--- src/rtl/seq_det_pkg.sv ---
// Shared constants, state encoding and width helper for the serial pattern detector.
package seq_det_pkg;

  localparam int         DEF_PAT_W   = 4;
  localparam logic [3:0] DEF_PAT_RST = 4'b1001;
  localparam int         DEF_CNT_W   = 8;

  typedef enum logic {
    FILLING = 1'b0,
    PRIMED  = 1'b1
  } det_state_e;

  // Bits needed to hold a fill count of 0..n-1, never less than one bit.
  function automatic int clog2(input int n);
    int r;
    r = 0;
    while ((1 << r) < n) r++;
    return (r < 1) ? 1 : r;
  endfunction

endpackage

--- src/rtl/seq_pattern_detector_if.sv ---
// Serial data, mode/control and status bundle between the front end and the detector.
interface seq_pattern_detector_if
  import seq_det_pkg::*;
#(
  parameter int PAT_W = DEF_PAT_W,
  parameter int CNT_W = DEF_CNT_W
);

  logic             x_valid;
  logic             x;
  logic             mode_overlap;
  logic             mode_sticky;
  logic             clear;
  logic             pat_load;
  logic [PAT_W-1:0] pat_in;
  logic             out;
  logic [CNT_W-1:0] match_cnt;
  logic             primed;

  modport master (
    output x_valid, x, mode_overlap, mode_sticky, clear, pat_load, pat_in,
    input  out, match_cnt, primed
  );

  modport slave (
    input  x_valid, x, mode_overlap, mode_sticky, clear, pat_load, pat_in,
    output out, match_cnt, primed
  );

endinterface

--- src/rtl/sat_counter.sv ---
// Up-counter with synchronous clear that holds at MAX instead of wrapping.
module sat_counter #(
  parameter int         W   = 8,
  parameter logic [W-1:0] MAX = '1
) (
  input  logic         clk,
  input  logic         rst_n,
  input  logic         clr,
  input  logic         inc,
  output logic [W-1:0] q
);

  always_ff @(posedge clk or negedge rst_n) begin
    if (!rst_n) begin
      q <= '0;
    end else if (clr) begin
      q <= '0;
    end else if (inc && (q != MAX)) begin
      q <= q + 1'b1;
    end
  end

endmodule

--- src/rtl/seq_pattern_detector.sv ---
// Serial pattern detector: history shift register, programmable pattern, compare,
// registered match output and saturating match counter.
module seq_pattern_detector
  import seq_det_pkg::*;
#(
  parameter int               PAT_W   = DEF_PAT_W,
  parameter logic [PAT_W-1:0] PAT_RST = PAT_W'(DEF_PAT_RST),
  parameter int               CNT_W   = DEF_CNT_W
) (
  input  logic                 clk,
  input  logic                 rst_n,
  seq_pattern_detector_if.slave bus
);

  localparam int                FILL_W   = clog2(PAT_W);
  localparam logic [FILL_W-1:0] FILL_MAX = FILL_W'(PAT_W - 1);
  localparam logic [FILL_W-1:0] FILL_PRE = FILL_W'(PAT_W - 2);

  det_state_e       state, state_next;
  logic [PAT_W-2:0] shreg, shreg_next;
  logic [PAT_W-1:0] pattern, pattern_next;
  logic [PAT_W-1:0] window;
  logic             out_q, out_next;
  logic [FILL_W-1:0] fill;
  logic             sample, match, fill_clr;

  // clear and pat_load both swallow the bit offered on the same edge.
  assign sample   = bus.x_valid & ~bus.clear & ~bus.pat_load;
  assign window   = {shreg, bus.x};
  assign match    = sample && (state == PRIMED) && (window == pattern);
  assign fill_clr = bus.clear | bus.pat_load | (match & ~bus.mode_overlap);

  sat_counter #(.W(FILL_W), .MAX(FILL_MAX)) fill_cnt (
    .clk   (clk),
    .rst_n (rst_n),
    .clr   (fill_clr),
    .inc   (sample),
    .q     (fill)
  );

  sat_counter #(.W(CNT_W)) match_counter (
    .clk   (clk),
    .rst_n (rst_n),
    .clr   (bus.clear),
    .inc   (match),
    .q     (bus.match_cnt)
  );

  always_ff @(posedge clk or negedge rst_n) begin
    if (!rst_n) begin
      state   <= FILLING;
      shreg   <= '0;
      pattern <= PAT_RST;
      out_q   <= 1'b0;
    end else begin
      state   <= state_next;
      shreg   <= shreg_next;
      pattern <= pattern_next;
      out_q   <= out_next;
    end
  end

  // PRIMED tracks fill==PAT_W-1; a non-overlapping match flushes back to FILLING.
  always_comb begin
    state_next   = state;
    shreg_next   = shreg;
    pattern_next = pattern;
    out_next     = bus.mode_sticky ? out_q : 1'b0;
    if (bus.clear) begin
      state_next = FILLING;
      shreg_next = '0;
      out_next   = 1'b0;
    end else if (bus.pat_load) begin
      state_next   = FILLING;
      shreg_next   = '0;
      pattern_next = bus.pat_in;
    end else if (bus.x_valid) begin
      if (match) begin
        out_next = 1'b1;
      end
      if (match && !bus.mode_overlap) begin
        state_next = FILLING;
        shreg_next = '0;
      end else begin
        shreg_next = window[PAT_W-2:0];
        if ((state == PRIMED) || (fill == FILL_PRE)) begin
          state_next = PRIMED;
        end
      end
    end
  end

  assign bus.out    = out_q;
  assign bus.primed = (state == PRIMED);

endmodule

--- src/flat_wrapper.sv ---
// flat-port wrapper written by rule: the top's interface ports become plain ports
module seq_pattern_detector_flat import seq_det_pkg::*;
#(
  parameter int               PAT_W   = DEF_PAT_W,
  parameter logic [PAT_W-1:0] PAT_RST = PAT_W'(DEF_PAT_RST),
  parameter int               CNT_W   = DEF_CNT_W
)
  (clk, rst_n, bus_x_valid, bus_x, bus_mode_overlap, bus_mode_sticky, bus_clear, bus_pat_load, bus_pat_in, bus_out, bus_match_cnt, bus_primed);
  seq_pattern_detector_if #(.PAT_W(PAT_W), .CNT_W(CNT_W)) bus_i ();
  input  logic clk;
  input  logic rst_n;
  input wire logic [$bits(bus_i.x_valid)-1:0] bus_x_valid;
  input wire logic [$bits(bus_i.x)-1:0] bus_x;
  input wire logic [$bits(bus_i.mode_overlap)-1:0] bus_mode_overlap;
  input wire logic [$bits(bus_i.mode_sticky)-1:0] bus_mode_sticky;
  input wire logic [$bits(bus_i.clear)-1:0] bus_clear;
  input wire logic [$bits(bus_i.pat_load)-1:0] bus_pat_load;
  input wire logic [$bits(bus_i.pat_in)-1:0] bus_pat_in;
  output wire logic [$bits(bus_i.out)-1:0] bus_out;
  output wire logic [$bits(bus_i.match_cnt)-1:0] bus_match_cnt;
  output wire logic [$bits(bus_i.primed)-1:0] bus_primed;
  assign bus_i.x_valid = bus_x_valid;
  assign bus_i.x = bus_x;
  assign bus_i.mode_overlap = bus_mode_overlap;
  assign bus_i.mode_sticky = bus_mode_sticky;
  assign bus_i.clear = bus_clear;
  assign bus_i.pat_load = bus_pat_load;
  assign bus_i.pat_in = bus_pat_in;
  assign bus_out = bus_i.out;
  assign bus_match_cnt = bus_i.match_cnt;
  assign bus_primed = bus_i.primed;
  seq_pattern_detector #(.PAT_W(PAT_W), .PAT_RST(PAT_RST), .CNT_W(CNT_W)) u_core (.clk(clk), .rst_n(rst_n), .bus(bus_i));
endmodule
--- config.mk ---
export PLATFORM = sky130hd
export DESIGN_NAME = seq_pattern_detector_flat
export DESIGN_NICKNAME = d
export VERILOG_FILES = /design/src/rtl/seq_det_pkg.sv /design/src/rtl/seq_pattern_detector_if.sv /design/src/rtl/sat_counter.sv /design/src/rtl/seq_pattern_detector.sv /design/src/flat_wrapper.sv
export SDC_FILE = /design/constraint.sdc
export NUM_CORES = 1
export LEC_CHECK = 0
export BUFFER_PORTS_ARGS = -buffer_cell sky130_fd_sc_hd__buf_2
export CAP_MARGIN = 20
export CORE_UTILIZATION = 53
export CTS_BUF_LIST = sky130_fd_sc_hd__clkbuf_4 sky130_fd_sc_hd__clkbuf_8 sky130_fd_sc_hd__clkbuf_16
export CTS_CLUSTER_DIAMETER = 80
export DETAILED_ROUTE_END_ITERATION = 8
export GPL_TIMING_DRIVEN = 0
export PLACE_DENSITY = 0.77
export SYNTH_ARGS = -nofsm -noshare
export SYNTH_HDL_FRONTEND = slang
export SYNTH_HIERARCHICAL = 1
export SYNTH_SLANG_ARGS = --single-unit
--- constraint.sdc ---
create_clock -name clk -period 2.3 [get_ports clk]
set_input_delay 0.345 -clock clk [delete_from_list [all_inputs] [get_ports clk]]
set_output_delay 0.345 -clock clk [all_outputs]
set_load 0.01 [all_outputs]
# Word-level counts from Yosys, hierarchy flattened
# Cells that the tools add are included.
dict set report word_totals {
  reg_bits 19
  latchBits 0
  ramBits 0
  romBits 0
  n_memories 0
}
dict set report classes {
  add_sub_neg 2
  n_mul 0
  div 0
  n_lt_le_gt_ge 0
  eq_ne 4
  n_shift 0
  n_mux 18
  bitwise 8
  reduce_logical 13
}
# op n
set ops {}
lappend ops {{$mux W8} 2}
lappend ops {{$mux W3} 4}
lappend ops {{$mux W1} 10}
lappend ops {{$add A8 B1 Y8 const B} 1}
lappend ops {{$ne A8 B8 Y1 const B} 1}
lappend ops {{$logic_and A1 B1 Y1} 5}
lappend ops {{$eq A4 B4 Y1} 1}
lappend ops {{$mux W2} 2}
lappend ops {{$reduce_and A2 Y1} 2}
lappend ops {{$reduce_bool A2 Y1} 2}
lappend ops {{$reduce_bool A4 Y1} 1}
lappend ops {{$and A1 B1 Y1} 3}
lappend ops {{$not A1 Y1} 3}
lappend ops {{$reduce_bool A3 Y1} 1}
lappend ops {{$add A2 B1 Y2 const B} 1}
lappend ops {{$eq A2 B2 Y1 const B} 1}
lappend ops {{$ne A2 B2 Y1 const B} 1}
lappend ops {{$or A1 B1 Y1} 2}
lappend ops {{$logic_not A1 Y1} 1}
lappend ops {{$logic_or A1 B1 Y1} 1}

# Logic depth before layout (Yosys ltp)
# Gate-level depths: netlist of the first run.
dict set report logic_depth {
  ltp_word 10
  mapped_depth 7
  mapped_depth_nobuf 6
}

# Hierarchy
# Netlist of the first run, hierarchy kept.
# mod n_inst cells_each area_per_inst_um2 seq_area_each_um2
set by_module_without_submodules {}
lappend by_module_without_submodules {seq_pattern_detector 1 40 499.2 227.7}
lappend by_module_without_submodules {{sat_counter (u_core.match_counter)} 1 49 464.2 200.2}
lappend by_module_without_submodules {{sat_counter (u_core.fill_cnt)} 1 10 123.9 50.0}

# Worst setup path before layout of the first run
# No wires, ideal clock.
dict set report synth_timing {
  path_kind {reg2reg}
  startpoint {register u_core.pattern[3]}
  endpoint {register u_core.match_counter.q[7]}
  arrival_time_ns 1.834
  required_time_ns 2.206
  path_slack_ns 0.372
  path_stages_with_launch 8
  period_less_slack_ns 1.928
  cell_sequence {dfstp_2 -> xnor2_1 -> nand4_1 -> nor4_1 -> buf_2 -> nand3_1 -> or3_1 -> a211oi_1}
}
dict set report synth_via {
  elab_chain_len 4
}
# element line
set synth_lines {}
lappend synth_lines {{from (decl)} seq_pattern_detector.sv:21} ;# logic [PAT_W-1:0] pattern, pattern_next;
lappend synth_lines {{from (signal assigned)} seq_pattern_detector.sv:58} ;# pattern <= pattern_next;
lappend synth_lines {{$eq A4 B4 Y1} seq_pattern_detector.sv:30} ;# assign match = sample && (state == PRIMED) && (window == pattern);
lappend synth_lines {{$logic_and A1 B1 Y1} seq_pattern_detector.sv:30}
lappend synth_lines {{via u_core.match} seq_pattern_detector.sv:25} ;# logic sample, match, fill_clr;
lappend synth_lines {{$logic_and A1 B1 Y1} sat_counter.sv:18} ;# end else if (inc && (q != MAX)) begin
lappend synth_lines {{$reduce_bool A2 Y1 (no line)} n/a}
lappend synth_lines {{to (signal assigned)} sat_counter.sv:19} ;# q <= q + 1'b1;
lappend synth_lines {{to (decl)} sat_counter.sv:10} ;# output logic [W-1:0] q
# The timed path passes the listed nets, and every way through them passes these cells.
# A chain may end at the register's enable or synchronous reset.

# Worst setup path in the final report of the first run
dict set report layout_timing {
  startpoint {register u_core.pattern[3]}
  endpoint {register u_core.match_counter.q[0]}
}
# Same word-level chain as after synthesis.

==> summary.md, run 1 <==
| Metric | Value |
|---|---|
| Outcome | `complete, but fails checks` |
| Failing checks | `design-rule violations` |
| LEAKAGE | `0.0005659 uW` |
| Worst-path maximum fanout | `7` |
| Worst slew pin tran | `around 0.45 ns` |
| Share of layout cells above drive strength 1 | `0.3520` |
| Total grt overflow | `0` |
| Post-DP HPWL | `about 1600 um` |
| Post-route cell area | `0.001276 sq mm` |
| CTS tree | `yes` |
| Chip height | `between 40 and 50 um` |
| Final wirelength | `between 2000 and 2500 um` |
| Final worst slack | `0.1353 ns` |
| Final hold violations | `0` |
| Synth warnings | `6` |
| Synth area leader | `dfrtp_1` |
| Met1 WL | `1019 um` |
| Fillers | `roughly 160` |
| Post-synth top area share | `0.3913` |
| Worst hold path class | `input port to flip-flop` |
| DR pass1 iterations | `6` |
| Worst-skew pair later-pin latency | `around 0.30 ns` |
| Die W | `around 47 um` |
| Worst vdd ir | `just under 0.5 mV` |
| Flops & latches, synth | `19` |
| IO Port Bufs | `20` |
| Number of synthesized flops with an enable pin | `0` |
| Via density | `around 5.8` |
| Post-synth top flop | `dfrtp_1` |
| Area Growth Syn to Fin | `17.38%` |
| Syn nets | `roughly 110` |
| Top cells by area, synth | `dfrtp_1 39%, mux2_2 6.2%, dfstp_2 4.8%, mux2i_1 3.7%, nand2b_1 2.9%` |
| CTS Root Cell | `clkbuf_4` |
| Placed cell count | `146` |
| WL met3 | `86 um` |
| Initial DRC count | `31` |
| Largest net degree at the start of global routing | `20` |
| FP Rows | `16` |
| Vias in the first global route | `746` |
| Worst EP required | `between 2 and 3 ns` |
| DR top layer | `met4` |
| Dominant cell by count in the synthesized netlist | `dfrtp_1` |
| Synth top cells by count | `17 x dfrtp_1, 6 x mux2_2, 5 x nand2b_1` |
| Global Route Usage Sum | `0.2081` |
| Initial core utilization | `0.5599` |
| Via total after detailed routing | `883` |
| WL met2 | `1080 um` |
| Cell variety after synth | `between 40 and 50` |
| Initial antenna violation count | `0` |
| Sequential area share after synthesis | `0.4396` |
| Max-slew violation count | `0` |
| Period utilization | `0.9412` |
| Slew HR | `0.6957` |
| CP Data Arrival Time | `roughly 2.4 ns` |
| IO Pins | `22` |
| Longest Clk Path Bufs | `2` |
| Synth Area per Inst | `10.98 sq um` |
| Routed len/inst | `roughly 14 um` |
| Detail Route Antenna Nets | `0` |
| Reported max-cap violation count | `0` |
| Crit start category | `flip-flop` |
| Max frequency | `approximately 460 MHz` |
| Minimum clock period | `between 2 and 2.5 ns` |
| RD Place Congestion | `0.7805` |
| CP Capture Type | `flip-flop` |
| Kind of critical path | `flip-flop to flip-flop` |
| Die area | `approximately 0.0022 sq mm` |
| Post-synthesis cell count | `a little under 100` |
| Global-route wire length before repair | `between 3000 and 4000 um` |
| Cts bufs inserted | `3` |
| Final net count | `140` |
| Core ar. | `roughly 0.0019 sq mm` |
| Final Skew | `0.006780 ns` |
| Non-filler cells in the finished layout | `between 150 and 200` |
| Clock sink count | `19` |
| Place WS | `0.1675 ns` |
| Worst-path clk slew | `roughly 0.11 ns` |
| FFs w/ async S/R, synth | `1.000` |
| CTS H-Tree Depth | `1` |
| Post-route DRC | `1` |
| Antenna diodes | `0` |
| Cell Pwr Density | `approximately 470 mW/mm^2` |
| Final Setup Violations | `0` |
| Placed cell areas | `between 0.001 and 0.0015 sq mm` |
| Mapped Area | `approximately 0.0011 sq mm` |
==> through the flow <==
step / hold slack (ns) / power (uW) / TNS (ns) / utilization
final: 0.2743 / 605.2 / 0 / 0.6572
after global routing: 0.2659 / 631.1 / -0.09532 / 0.6572
after CTS: 0.2599 / 614.6 / 0 / 0.6482
after detailed placement: 0.3098 / 440.2 / 0 / 0.6289
after global placement: 0.3067 / 437.4 / 0 / 0.6289
after floorplan: 0.04941 / 410.8 / 0 / -
==> registers in the layout, summed over array words and instances, names as in the netlist <==
| signal | flops |
|---|---|
| u_core/bus.out | 1 |
| u_core/bus.primed | 1 |
| u_core/match_counter/q | 8 |
| u_core/fill_cnt/q | 2 |
| u_core/pattern | 4 |
| u_core/shreg | 3 |
==> power by group <==
part	switching (uW)	leakage [uW]	internal, uW
registers	8.74	0.000254	349
logic	39.1	0.000294	38.6
clock network	105	0.0000177	64.8
==> cells in the final DEF, fill, tap and decap left out, drive strengths merged, types with 5 or more instances in the layout <==
master and count:
nor2b 6, buf 23, dfrtp 17, mux2 7
nand2b 5
==> area by class of cell <==
class	instances	area [sq um]	share of cell area
timing repair buffer	22	117.6	0.09216
inverter	2	7.507	0.005882
clock buffer	3	22.52	0.01765
buffer	3	22.52	0.01765
clock inverter	1	5.005	0.003922
sequential	19	478.0	0.3745
multi-input combinational	75	589.3	0.4618
tap	27	33.78	0.02647
==> cell families (layout without fill, tap and decap cells) <==
group / count (synthesis) / after routing / synth area share
compound gates: 17 / 17 / 0.1151
xor+xnor: 3 / 3 / 0.02417
fa+ha+maj: 2 / 2 / 0.02301
buf+inv: 5 / 31 / 0.02531
flops: 19 / 19 / 0.4396
mux: 11 / 11 / 0.1128
simple gates: 42 / 42 / 0.2601
==> final timing paths <==
| kind | startpoint | endpoint | slack (ns) | depth (start not counted) |
|---|---|---|---|---|
| max in group asynchronous | rst_n | u_core/pattern[3] | 1.46 | 2 |
| hold / removal | bus_pat_in[2] | u_core/pattern[2] | 0.27 | 2 |
| hold reg to reg | u_core/bus.out | u_core/bus.out | 0.54 | 2 |
| min in group asynchronous | rst_n | u_core/bus.out | 0.50 | 2 |
| setup / recovery | u_core/pattern[3] | u_core/match_counter/q[0] | 0.14 | 7 |
| setup reg to reg | u_core/pattern[3] | u_core/match_counter/q[0] | 0.14 | 7 |
==> repair_timing <==
action                                  in CTS  in global routing
hold buffers                                 1                  0
hold endpoints to repair                    17                  0
resized for setup                            0                  3
buffers inserted                             0                  1
endpoints found under the setup margin       0                  2
==> routing by layer <==
layer  up-vias  GRT usage
met3         2    0.02692
met1       430     0.2971
li1        429          -
met4         0     0.1029
met2        22     0.3096
met5         -          0
==> critical path, cell delays in order, from the launching register on <==
cell and delay [ns]:
dfstp_2 0.56, xnor2_1 0.14, nand4_1 0.20, nor4_2 0.26, buf_4 0.19, buf_4 0.12
a21boi_1 0.24, mux2_2 0.36
(Power assumes the default switching activity.)
==> run 2: changes to the inputs <==
- CTS_CLUSTER_SIZE: default -> 20
- PLACE_DENSITY: 0.77 -> 0.85
- RECOVER_POWER: default -> 100
==> run 2 against run 1 <==
The run now ends clean. Global-route usage rose by 0.22 points. Clock-buffer cell count unchanged. Fmax shrank 0.29%. Via count is 1.6% lower. Register-to-register slack is essentially flat. Design area decreased by 3.4%. Combinational power down 6.2%. First-iteration DRC count is 19% lower. Sequential share of layout area up 1.3 points. Non-clock buffer count fell by 1. Largest cell class unchanged. Clock power barely moved.
==> summary.md, run 2 (synthesized netlist as in run 1, its figures left out) <==
| Metric | Value |
|---|---|
| Max reg flops | `8` |
| Detail Route Antenna Nets | `0` |
| Final setup TNS | `0 ns` |
| Minimum clock period | `between 2 and 2.5 ns` |
| Reg2Reg Depth | `7` |
| Hold_ws | `0.2798 ns` |
| Global Route Usage Sum | `0.2104` |
| Longest Clk Path Bufs | `2` |
| Final worst slack | `approximately 0.13 ns` |
| Routed len/inst | `between 10 and 15 um` |
| Worst-path maximum fanout | `9` |
| CP peak stage delay | `between 0.5 and 0.6 ns` |
| Outcome | `complete, no violations` |
| DR pass1 iterations | `4` |
| Worst-path clk slew | `between 0.1 and 0.15 ns` |
| Internal power | `450.2 uW` |
| NetSw | `148.3 uW` |
| Initial core utilization | `0.5599` |
| Largest net degree at the start of global routing | `20` |
| Commonest non-fill, non-tap cells in the layout | `17 x dfrtp_1, 13 x clkbuf_1, 8 x buf_2` |
| Hold EP | `u_core/pattern[1]` |
| Antenna diodes | `0` |
| Final net count | `around 140` |
| Die area | `approximately 0.0022 sq mm` |
| RD Place Congestion | `just under 0.8` |
| Via total after detailed routing | `869` |
| Sequential Power Share | `0.597` |
| Final Setup Violations | `0` |
| Crit start category | `flip-flop` |
| Initial DRC count | `25` |
| Kind of critical path | `flip-flop to flip-flop` |
| Worst Hold Launch | `bus_pat_in[1]` |
| Top flop regs | `u_core/match_counter/q (8), u_core/pattern (4), u_core/shreg (3)` |
| Worst hold path class | `input port to flip-flop` |
| Post-DP HPWL | `1509 um` |
| CP max-delay cell | `dfstp_1` |
| Via density | `about 5.8` |
| Final Util | `0.6347` |
| Post-route DRC | `0` |
| Final wirelength | `about 2000 um` |
| R2R setup slack | `approximately 0.13 ns` |
| CP Data Arrival Time | `~2.4 ns` |
| Combinational share of power | `0.122` |
| Number of setup buffers added after CTS | `0` |
| Top reg by flops | `u_core/match_counter/q` |
| Final hold violations | `0` |
| Worst slew pin tran | `roughly 0.98 ns` |
| Worst EP required | `between 2 and 3 ns` |
| Fillers | `approximately 180` |
| Core ar. | `a little under 0.002 sq mm` |
| Vias in the first global route | `roughly 760` |
| Crit-path cells | `xnor2_1 > nand4_1 > nor4_1 > buf_4 > nand3_1 > or3_1 > a211oi_1` |
| IO Port Bufs | `20` |
| Share of layout cells above drive strength 1 | `0.2097` |
| IO Pins | `22` |
| Place WS | `around 0.17 ns` |
| Commonest non-fill, non-tap cell in the layout | `dfrtp_1` |
| Cts bufs inserted | `3` |
| Clock share of power | `0.282` |
| Worst vdd ir | `between 0.5 and 0.6 mV` |
| Max-slew violation count | `0` |
| FP Rows | `16` |
| CTS Root Cell | `clkbuf_4` |
| Die W | `approximately 47 um` |
| Final Skew | `0.005990 ns` |
| Sw frac | `0.2477` |
| CTS tree | `yes` |
| Global-route wire length before repair | `around 3200 um` |
| Cell Pwr Density | `~490 mW/mm^2` |
| Max frequency | `approximately 460 MHz` |
| Reported max-cap violation count | `0` |
| FF-to-FF Start | `u_core/pattern[3]` |
| Worst-skew pair later-pin latency | `about 0.30 ns` |
| Area Growth Syn to Fin | `13.35%` |
| Period utilization | `0.9439` |
| Crit Reg-Reg Endpoint | `u_core/match_counter/q[7]` |
| Clock sink count | `19` |
| CP Capture Type | `flip-flop` |
| RSZ-0062 raised after global routing | `no` |
| Slew HR | `0.3468` |
| Total grt overflow | `0` |
| Initial antenna violation count | `0` |
| Hold Path Depth | `2` |
| CTS H-Tree Depth | `1` |
| LEAKAGE | `between 0.0005 and 0.0006 uW` |
| Chip height | `47.30 um` |
==> run 2: changes by cell type in the layout (fill, tap and decap cells not counted), sizes merged <==
cell / delta
clkbuf: +12
buf: -13
==> run 2: final cells by class <==
type                    instances  area, sq um  area share
plain buffers                   3        22.52     0.01827
clock buffers                   3        22.52     0.01827
clock inverters                 1        5.005    0.004061
inverters                       2        7.507    0.006091
multi-input cells              75        568.0      0.4609
flip-flops and latches         19        478.0      0.3878
well taps                      27        33.78     0.02741
repair buffers                 21        95.09     0.07716
==> run 2: timing repair <==
item                                    in CTS  in global routing
hold buffers                                 1                  0
endpoints found under the setup margin       0                  1
hold endpoints to repair                    17                  0
resized for setup                            0                  2
==> run 2: power groups by stage <==
stage          logic [uW]  registers, uW  clock network [uW]
2_1_floorplan        49.1            362                   0
3_3_place_gp         72.6            364                   0
3_5_place_dp         75.3            365                   0
4_1_cts              76.8            358                 174
5_1_grt              80.9            359                 188
6_report             72.9            357                 168
==> run 2: critical path, delay by kind of cell, from the launching register on <==
family	cells	cell delay, ns
buf+inv	1	0.20
simple gates	4	0.96
flops	1	0.55
compound gates	1	0.23
xor+xnor	1	0.16
==> run 2: how the worst max path moves through the flow <==
| stage | slack [ns] | end | from |
|---|---|---|---|
| after global routing | 0.02 | u_core/match_counter/q[7] | u_core/pattern[3] |
| after global placement | 0.24 | u_core/match_counter/q[7] | u_core/pattern[3] |
| final | 0.13 | u_core/match_counter/q[7] | u_core/pattern[3] |
| after detailed placement | 0.17 | u_core/match_counter/q[7] | u_core/pattern[3] |
| after floorplan | 0.37 | u_core/match_counter/q[7] | u_core/pattern[3] |
| after CTS | 0.15 | u_core/match_counter/q[7] | u_core/pattern[3] |
==> run 2: metal layers <==
layer | routed length, um | up-vias | track usage
met3 | 77 | 4 | 0.04615
met5 | 0 | - | 0
met1 | 980 | 419 | 0.2867
met2 | 931 | 25 | 0.3233
li1 | - | 421 | -
met4 | 27 | 0 | 0.08571
==> run 2: stage by stage <==
step / area [sq um] / total power, uW / std cells
2_1_floorplan: 1087 / 410.8 / 99
3_3_place_gp: 1221 / 436.5 / 146
3_5_place_dp: 1221 / 440.0 / 146
4_1_cts: 1259 / 608.7 / 151
5_1_grt: 1232 / 628.2 / 151
6_report: 1232 / 598.5 / 151
==> run 3: changes to the inputs <==
- SETUP_SLACK_MARGIN: default -> 0.3
==> run 3 against run 2 <==
Wire length up 19%. Setup slack better by 0.022 ns. Fmax up 1.0%. Clock-buffer cell count unchanged. Sequential cell count unchanged. Via count up 5.1%. Critical path type unchanged. Global-route usage up 0.56 points. Largest cell class unchanged. Utilization up 4.4 points. Hold slack about the same.
==> summary.md, run 3 (synthesized netlist as in run 1, its figures left out) <==
| Metric | Value |
|---|---|
| Hold Path Depth | `2` |
| Commonest non-fill, non-tap cell in the layout | `dfrtp_1` |
| CTS H-Tree Depth | `1` |
| Reported max-cap violation count | `0` |
| Cell Pwr Density | `roughly 470 mW/mm^2` |
| FP Rows | `16` |
| Outcome | `complete, no violations` |
| Period utilization | `0.9344` |
| Global-route wire length before repair | `between 3000 and 4000 um` |
| Die W | `~47 um` |
| Total grt overflow | `0` |
| Critical path buffers and inverters | `1` |
| Largest delay share family, worst path | `simple AND/OR/NAND/NOR gates` |
| Hold EP | `u_core/pattern[1]` |
| CP Data Arrival Time | `around 2.3 ns` |
| IO Port Bufs | `20` |
| Non-filler cells in the finished layout | `155` |
| Crit-path cells | `xnor2_2 > nand4_1 > nor4_1 > buf_2 > nand3_4 > a2111oi_1 > nor3b_1` |
| Detail Route Antenna Nets | `0` |
| Placed cell count | `around 150` |
| Fillers | `171` |
| Commonest non-fill, non-tap cells in the layout | `17 x dfrtp_1, 13 x clkbuf_1, 9 x buf_2` |
| Antenna diodes | `0` |
| Worst Hold Launch | `bus_pat_in[1]` |
| CP max-delay cell | `dfstp_1` |
| Max reg flops | `8` |
| Worst-path clk slew | `approximately 0.12 ns` |
| CP Capture Type | `flip-flop` |
| Worst hold path class | `input port to flip-flop` |
| CTS Root Cell | `clkbuf_4` |
| Via density | `~5.9` |
| Top flop regs | `u_core/match_counter/q (8), u_core/pattern (4), u_core/shreg (3)` |
| Initial DRC count | `32` |
| Chip height | `approximately 47 um` |
| LEAKAGE | `around 0.00054 uW` |
| Vias in the first global route | `just under 800` |
| Crit start category | `flip-flop` |
| RD Place Congestion | `roughly 0.77` |
| Final setup TNS | `0 ns` |
| Clock sink count | `19` |
| Final hold violations | `0` |
| Final net count | `~140` |
| FF-to-FF Start | `u_core/pattern[3]` |
| CTS tree | `yes` |
| Die area | `between 0.002 and 0.0025 sq mm` |
| Routed len/inst | `15.51 um` |
| Worst EP required | `between 2 and 2.5 ns` |
| Post-route DRC | `0` |
| Max frequency | `between 400 and 500 MHz` |
| Worst-skew pair later-pin latency | `roughly 0.3 ns` |
| Global Route Usage Sum | `0.2159` |
| Cts bufs inserted | `3` |
| Via total after detailed routing | `around 900` |
| Core ar. | `~0.0019 sq mm` |
| Top reg by flops | `u_core/match_counter/q` |
| DR pass1 iterations | `4` |
| Crit Reg-Reg Endpoint | `u_core/match_counter/q[5]` |
| Initial antenna violation count | `0` |
| R2R setup slack | `0.15 ns` |
| Minimum clock period | `between 2 and 2.5 ns` |
| Post-DP HPWL | `between 1500 and 2000 um` |
| Final Setup Violations | `0` |
| Longest Clk Path Bufs | `2` |
| Worst Setup SP | `u_core/pattern[3]` |
| Largest net degree at the start of global routing | `20` |
| Share of layout cells above drive strength 1 | `0.3047` |
| Worst vdd ir | `between 0.5 and 0.6 mV` |
| Final wirelength | `2404 um` |
| Max-slew violation count | `0` |
| Initial core utilization | `0.5599` |
| Hold_ws | `~0.28 ns` |
| Kind of critical path | `flip-flop to flip-flop` |
| Final Skew | `0.01095 ns` |
| CP peak stage delay | `0.59 ns` |
| Worst slew pin tran | `0.9911 ns` |
| Slew HR | `0.3393` |
| IO Pins | `22` |
| Reg2Reg Depth | `7` |
| Area Growth Syn to Fin | `21.17%` |
| Worst-path maximum fanout | `4` |
| RSZ-0062 raised after global routing | `yes` |
[run 3: power breakdown]
part	leakage, uW	internal, uW	switching [uW]	total (uW)
clock network	0.0000177	64.8	107	172
logic	0.000271	44.1	39.1	83.2
registers	0.000253	349	10.2	359
total	0.000541	458	156	614
[run 3: stage by stage]
stage,utilization,setup slack (ns),area [sq um],power [uW]
floorplan,-,0.3723,1087,410.8
global placement,0.6289,0.2394,1221,436.5
detailed placement,0.6289,0.1681,1221,440.0
CTS,0.6559,0.3107,1274,608.7
global route,0.6785,0.06577,1318,639.6
finish,0.6785,0.1508,1318,613.8
[run 3: routing by layer]
metal | up-vias | part of all wire | global-route usage
met5 | - | 0 | 0
met4 | 0 | 0.016 | 0.08571
met3 | 6 | 0.053 | 0.04615
met2 | 32 | 0.48 | 0.3370
met1 | 445 | 0.45 | 0.2916
li1 | 430 | - | -
[run 3: worst register-to-register path, cell delays in order, from the launching register on]
cell	delay, ns
dfstp_1	0.59
xnor2_2	0.15
nand4_1	0.17
nor4_1	0.23
buf_2	0.21
nand3_4	0.10
a2111oi_1	0.47
nor3b_1	0.12
[run 3: repair_timing]
action,4_1_cts,5_1_grt
hold endpoints to repair,17,0
pin swaps,2,5
resized for setup,0,12
buffers inserted,2,2
setup endpoints to repair,4,6
hold buffers,1,0
[run 3: how the worst max path moves through the flow]
stage / to / slack (ns) / cells past startpoint
finish: u_core/match_counter/q[5] / 0.15 / 7
global route: u_core/match_counter/q[5] / 0.07 / 7
CTS: u_core/match_counter/q[7] / 0.31 / 7
detailed placement: u_core/match_counter/q[7] / 0.17 / 7
global placement: u_core/match_counter/q[7] / 0.24 / 7
floorplan: u_core/match_counter/q[7] / 0.37 / 7
[run 3: layout make-up]
| class | instances | area (sq um) | area share |
|---|---|---|---|
| clock buffers | 3 | 22.52 | 0.01709 |
| flip-flops and latches | 19 | 478.0 | 0.3628 |
| well taps | 27 | 33.78 | 0.02564 |
| inverters | 2 | 7.507 | 0.005698 |
| plain buffers | 3 | 20.02 | 0.01519 |
| repair buffers | 25 | 125.1 | 0.09497 |
| clock inverters | 1 | 5.005 | 0.003799 |
| multi-input cells | 75 | 625.6 | 0.4748 |
